$ cat src/rtl/sja_bus_responder.sv
// SJA1000 Intel-mode multiplexed bus slave model with a byte register file,
// user-side register port and IR/IER interrupt pair driving int_n.
//
// state | meaning
// IDLE  | waiting for a qualified read or write strobe
// READ  | driving ad_out with data fetched at entry
// WRITE | capturing write data until the strobe releases
// ERR   | rd and wr strobes both low; wait for both to release
module sja_bus_responder #(
  parameter int ADDR_W      = 5,
  parameter int SYNC_STAGES = 2
) (
  input  logic              clk,
  input  logic              reset_n,
  input  logic [7:0]        ad_in,
  input  logic              ale,
  input  logic              cs_n,
  input  logic              rd_n,
  input  logic              wr_n,
  output logic [7:0]        ad_out,
  output logic              ad_oe,
  input  logic [ADDR_W-1:0] usr_addr,
  input  logic [7:0]        usr_wdata,
  input  logic              usr_we,
  output logic [7:0]        usr_rdata,
  output logic              usr_collision,
  input  logic [7:0]        irq_set,
  output logic              int_n,
  output logic              bus_wr_pulse
);

  localparam int DEPTH = 1 << ADDR_W;
  localparam logic [ADDR_W-1:0] IR_IDX  = ADDR_W'(3);
  localparam logic [ADDR_W-1:0] IER_IDX = ADDR_W'(4);

  typedef enum logic [1:0] {IDLE, READ, WRITE, ERR} state_t;

  state_t      state;
  logic [7:0]  ad_sync  [SYNC_STAGES];
  logic [3:0]  ctl_sync [SYNC_STAGES];
  logic [7:0]  regs     [DEPTH];
  logic [7:0]  ad_s;
  logic        ale_s, cs_s, rd_s, wr_s;
  logic        rd_d, wr_d;
  logic        rd_fall, wr_fall;
  logic [7:0]  addr_q, wdata_q;
  logic        addr_ok;
  logic [ADDR_W-1:0] bus_idx;
  logic [7:0]  rd_data, ir, ier, ir_next;
  logic        bus_commit, ir_clear, usr_ir_wr;

  // Control synchronizer word is {ale, cs_n, rd_n, wr_n}; resets to bus idle.
  always_ff @(posedge clk or negedge reset_n) begin
    if (!reset_n) begin
      for (int i = 0; i < SYNC_STAGES; i++) begin
        ad_sync[i]  <= 8'h00;
        ctl_sync[i] <= 4'b0111;
      end
    end else begin
      ad_sync[0]  <= ad_in;
      ctl_sync[0] <= {ale, cs_n, rd_n, wr_n};
      for (int i = 1; i < SYNC_STAGES; i++) begin
        ad_sync[i]  <= ad_sync[i-1];
        ctl_sync[i] <= ctl_sync[i-1];
      end
    end
  end

  assign ad_s  = ad_sync[SYNC_STAGES-1];
  assign ale_s = ctl_sync[SYNC_STAGES-1][3];
  assign cs_s  = ctl_sync[SYNC_STAGES-1][2];
  assign rd_s  = ctl_sync[SYNC_STAGES-1][1];
  assign wr_s  = ctl_sync[SYNC_STAGES-1][0];

  assign rd_fall = rd_d & ~rd_s;
  assign wr_fall = wr_d & ~wr_s;

  always_ff @(posedge clk or negedge reset_n) begin
    if (!reset_n) begin
      rd_d    <= 1'b1;
      wr_d    <= 1'b1;
      addr_q  <= 8'h00;
      wdata_q <= 8'h00;
    end else begin
      rd_d <= rd_s;
      wr_d <= wr_s;
      if (ale_s) addr_q <= ad_s;
      if (!wr_s) wdata_q <= ad_s;
    end
  end

  assign addr_ok   = ((addr_q >> ADDR_W) == 8'h00);
  assign bus_idx   = addr_q[ADDR_W-1:0];
  assign rd_data   = addr_ok ? regs[bus_idx] : 8'h00;
  assign ir        = regs[IR_IDX];
  assign ier       = regs[IER_IDX];
  assign usr_rdata = regs[usr_addr];

  assign bus_commit = (state == WRITE) && !cs_s && wr_s && addr_ok && (bus_idx != IR_IDX);
  assign ir_clear   = (state == READ) && !cs_s && rd_s && (addr_q == 8'd3);
  assign usr_ir_wr  = usr_we && !bus_commit && (usr_addr == IR_IDX);

  // Set sources win over the read-clear per bit.
  assign ir_next = (ir_clear ? 8'h00 : ir) | irq_set | (usr_ir_wr ? usr_wdata : 8'h00);

  always_ff @(posedge clk or negedge reset_n) begin
    if (!reset_n) begin
      for (int i = 0; i < DEPTH; i++) regs[i] <= 8'h00;
    end else begin
      if (bus_commit) regs[bus_idx] <= wdata_q;
      else if (usr_we && (usr_addr != IR_IDX)) regs[usr_addr] <= usr_wdata;
      regs[IR_IDX] <= ir_next;
    end
  end

  always_ff @(posedge clk or negedge reset_n) begin
    if (!reset_n) begin
      state         <= IDLE;
      ad_out        <= 8'h00;
      ad_oe         <= 1'b0;
      bus_wr_pulse  <= 1'b0;
      usr_collision <= 1'b0;
      int_n         <= 1'b1;
    end else begin
      bus_wr_pulse  <= bus_commit;
      usr_collision <= bus_commit & usr_we;
      int_n         <= ~|(ir & ier);
      case (state)
        IDLE: begin
          if (!rd_s && !wr_s) begin
            state <= ERR;
          end else if (!cs_s && rd_fall && wr_s) begin
            state  <= READ;
            ad_out <= rd_data;
            ad_oe  <= 1'b1;
          end else if (!cs_s && wr_fall && rd_s) begin
            state <= WRITE;
          end
        end
        READ: begin
          if (rd_s || cs_s) begin
            state <= IDLE;
            ad_oe <= 1'b0;
          end
        end
        WRITE: begin
          if (cs_s || wr_s) state <= IDLE;
        end
        ERR: begin
          ad_oe <= 1'b0;
          if (rd_s && wr_s) state <= IDLE;
        end
        default: state <= IDLE;
      endcase
    end
  end

endmodule

$ cat config.mk
export PLATFORM = sky130hd
export DESIGN_NAME = sja_bus_responder
export DESIGN_NICKNAME = d
export VERILOG_FILES = /design/src/rtl/sja_bus_responder.sv
export SDC_FILE = /design/constraint.sdc
export NUM_CORES = 1
export LEC_CHECK = 0
export CAP_MARGIN = 5
export CELL_PAD_IN_SITES_DETAIL_PLACEMENT = 0
export CELL_PAD_IN_SITES_GLOBAL_PLACEMENT = 1
export CORE_AREA = 2 2 184 186
export CTS_BUF_LIST = sky130_fd_sc_hd__clkbuf_8
export DETAILED_ROUTE_END_ITERATION = 10
export DIE_AREA = 0 0 186 188
export GPL_ROUTABILITY_DRIVEN = 0
export PLACE_DENSITY_LB_ADDON = 0.1
export SETUP_SLACK_MARGIN = 0.15
export SLEW_MARGIN = 20
export SYNTH_ARGS = -nofsm -noshare
export SYNTH_HDL_FRONTEND = slang
export SYNTH_SLANG_ARGS = --single-unit
$ cat constraint.sdc
create_clock -name clk -period 6.05 [get_ports clk]
set_input_delay 1.21 -clock clk [delete_from_list [all_inputs] [get_ports clk]]
set_output_delay 1.21 -clock clk [all_outputs]
set_load 0.05 [all_outputs]
==> flow_metrics.py <==
metrics = {
    "clock_tree": {
        "root_buffer": "clkbuf_8",
        "cts.htree.levels": 2,
        "postCtsSetupBuffers": 0,
        "cts_hold_buf": 0,
        "clock_path_buffers": 3,
        "cts_tree": "yes",
        "cts.reportedPaths.clkPinSlew_ns": 0.05,
        "cts_resized": 0,
        "clock_latency_ns": 0.65,
        "clock_sinks": 312,
        "numCtsBuffers": 52,
    },
    "yosys": {
        "yosysSeqAreaShare": 0.431,
        "ys_ff_latch": 312,
        "synth.cell_area_um2": 18200,
        "netlist_instances": 1599,
        "synth_warnings": 0,
        "avgSynthCellArea_um2": 11.4,
        "ys_types": 61,
        "synth_fp_nets": 1635,
        "async_flop_share": 1.00,
        "synth_edf_count": 0,
        "synth_flop_cell": "dfrtp_1",
    },
    "finish": {
        "fin_area_um2": 19600,
        "final_common_cell": "dfrtp_1",
        "stdcell_count": 2059,
        "diodes": 0,
        "nets": 1612,
        "final_layout_size_suffix_gt1_frac": 0.194,
        "layout_common_cells": "dfrtp_1, a22o_1, a21o_1",
        "synthToLayoutAreaGrowth_pct": 8.17,
        "utilization": 0.593,
    },
    "timing": {
        "setup_tns_ns": 0,
        "max_freq_mhz": 186,
        "slew_headroom": 0.239,
        "period_minus_slack_ns": 5.38,
        "hold_violations": 0,
        "max_slew.worst_pin.slew_ns": 1.14,
        "fin_skew_ns": 0.0247,
        "setup_viol": 0,
        "slew_viol_final": 0,
        "finalCritPeriodShare": 0.890,
        "rsz0062_at_grt": "false",
    },
    "floorplanning": {
        "fp.dieArea_um2": 35000,
        "ios": 56,
        "coreArea_um2": 33100,
        "die_height_um": 188,
        "row_count": 67,
        "die_x_um": 186,
        "start_util": 0.548,
    },
    "run": {
        "cap_viol_max_count": 0,
    },
    "setup_path": {
        "path_delay_family": "buffers and inverters",
        "worstSetupEndpointType": "output pin",
        "path_buf_inv": 2,
        "crit_top_cell": "clkdlybuf4s50_1",
        "path_cells": "clkdlybuf4s50_1, nor2_1, a22oi_1, o2111ai_1, clkdlybuf4s50_1",
        "critPathArrivalTime_ns": 4.17,
        "cp_max_fo": 22,
        "slowest_stage": "clkdlybuf4s50_1",
        "worst_ep_required_time_ns": 4.84,
        "startpoint_type": "primary input",
        "crit_type": "in2out",
        "slowest_delay_ns": 0.88,
    },
    "placement": {
        "place_inst": 1970,
        "hpwl_um": 44100,
        "portBuffers": 55,
        "placed_area_um2": 18600,
    },
    "drt": {
        "vias": 15200,
        "drc": 0,
        "drt_first_pass_iters": 6,
        "drt_iter0_markers": 2193,
        "routedWlPerCell_um": 32.6,
        "routed_via_density": 7.36,
        "ant_nets": 0,
        "wl_um": 67000,
    },
    "power_and_ir_drop": {
        "power_density_nw_per_um2": 323,
        "leakage_nw": 9.45,
        "vdd_drop_max_v": 0.000237,
        "power.total_mw": 6.34,
    },
    "global_routing": {
        "grtUsageTotal": 0.394,
        "grt_pass1_wl_um": 99900,
        "grt_max_degree": 133,
        "grt_pass1_vias": 14600,
        "antenna_found_initial": 1,
        "gr-total-overflow": 0,
    },
    "min_path": {
        "hp-class": "reg2reg",
    },
    "run_status": {
        "status": "finished clean",
    },
}
-- cells in the mapped netlist, types with 18 or more instances --
cell type / n / area share
clkbuf_1: 72 / 0.015
o22ai_1: 66 / 0.023
and3_1: 34 / 0.012
a22oi_1: 108 / 0.045
nand2_1: 23 / 0.0048
buf_2: 26 / 0.0072
mux2i_1: 134 / 0.074
a22o_1: 174 / 0.084
a21o_1: 160 / 0.066
mux2_2: 18 / 0.011
nor2_1: 29 / 0.0060
inv_1: 92 / 0.019
dfrtp_1: 303 / 0.42
o21ai_2: 64 / 0.031
buf_4: 25 / 0.010
buf_6: 19 / 0.012
mux4_2: 64 / 0.079
nor2_2: 24 / 0.0083
o21ai_1: 24 / 0.0066
-- layout make-up --
cell class / count / area, um^2
clock inverters: 22 / 103
flip-flops and latches: 312 / 7830
fillers: 2776 / 13500
well taps: 448 / 561
inverters: 92 / 345
repair buffers: 78 / 756
clock buffers: 67 / 922
multi-input cells: 1040 / 9120
-- sequential cells by signal, summed over array words and instances, names as in the netlist --
register	cells
ad_oe	1
bus_wr_pulse	1
usr_collision	1
regs	240
ad_sync	8
ale_s	1
state	2
wdata_q	8
ad_out	8
ad_s	8
cs_s	1
ctl_sync	6
addr_q	8
ier	8
int_n	1
rd_d	1
wr_d	1
ir	8
-- path summary, 6_finish.rpt --
path                        startpoint      endpoint  slack, ns  depth (start not counted)
setup / recovery           usr_addr[4]  usr_rdata[0]       0.67                          5
hold / removal             ad_sync[15]       ad_s[7]       0.34                          0
setup reg to reg             addr_q[1]     ad_out[1]       2.36                          6
hold reg to reg            ad_sync[15]       ad_s[7]       0.34                          0
max in group asynchronous      reset_n     regs[244]       4.31                          2
min in group asynchronous      reset_n      regs[62]       0.53                          1
-- per-stage QoR --
| step | setup WS (ns) | hold slack [ns] |
|---|---|---|
| final | 0.666 | 0.345 |
| after global routing | 0.611 | 0.354 |
| after CTS | 0.779 | 0.349 |
| after detailed placement | 0.776 | 0.336 |
| after global placement | 0.837 | 0.332 |
| after floorplan | 1.52 | 0.331 |
-- power by group --
| part | internal (mW) | switching, mW | total (mW) |
|---|---|---|---|
| logic | 0.656 | 0.680 | 1.34 |
| registers | 2.47 | 0.655 | 3.13 |
| clock network | 0.987 | 0.884 | 1.87 |
-- kinds of logic after synthesis --
family | Yosys count | share of synthesized area
and+or+nand+nor | 205 | 0.0721
AOI/OAI and AO/OA | 619 | 0.266
buffers and inverters | 247 | 0.0673
DFF | 312 | 0.431
muxes | 216 | 0.164
-- metal layers --
metal  GRT usage  routed length, um
met2       0.566              29100
met1       0.565              26700
met3      0.0967               7800
met5           0                 18
met4       0.176               3470
(Power assumes the default switching activity.)
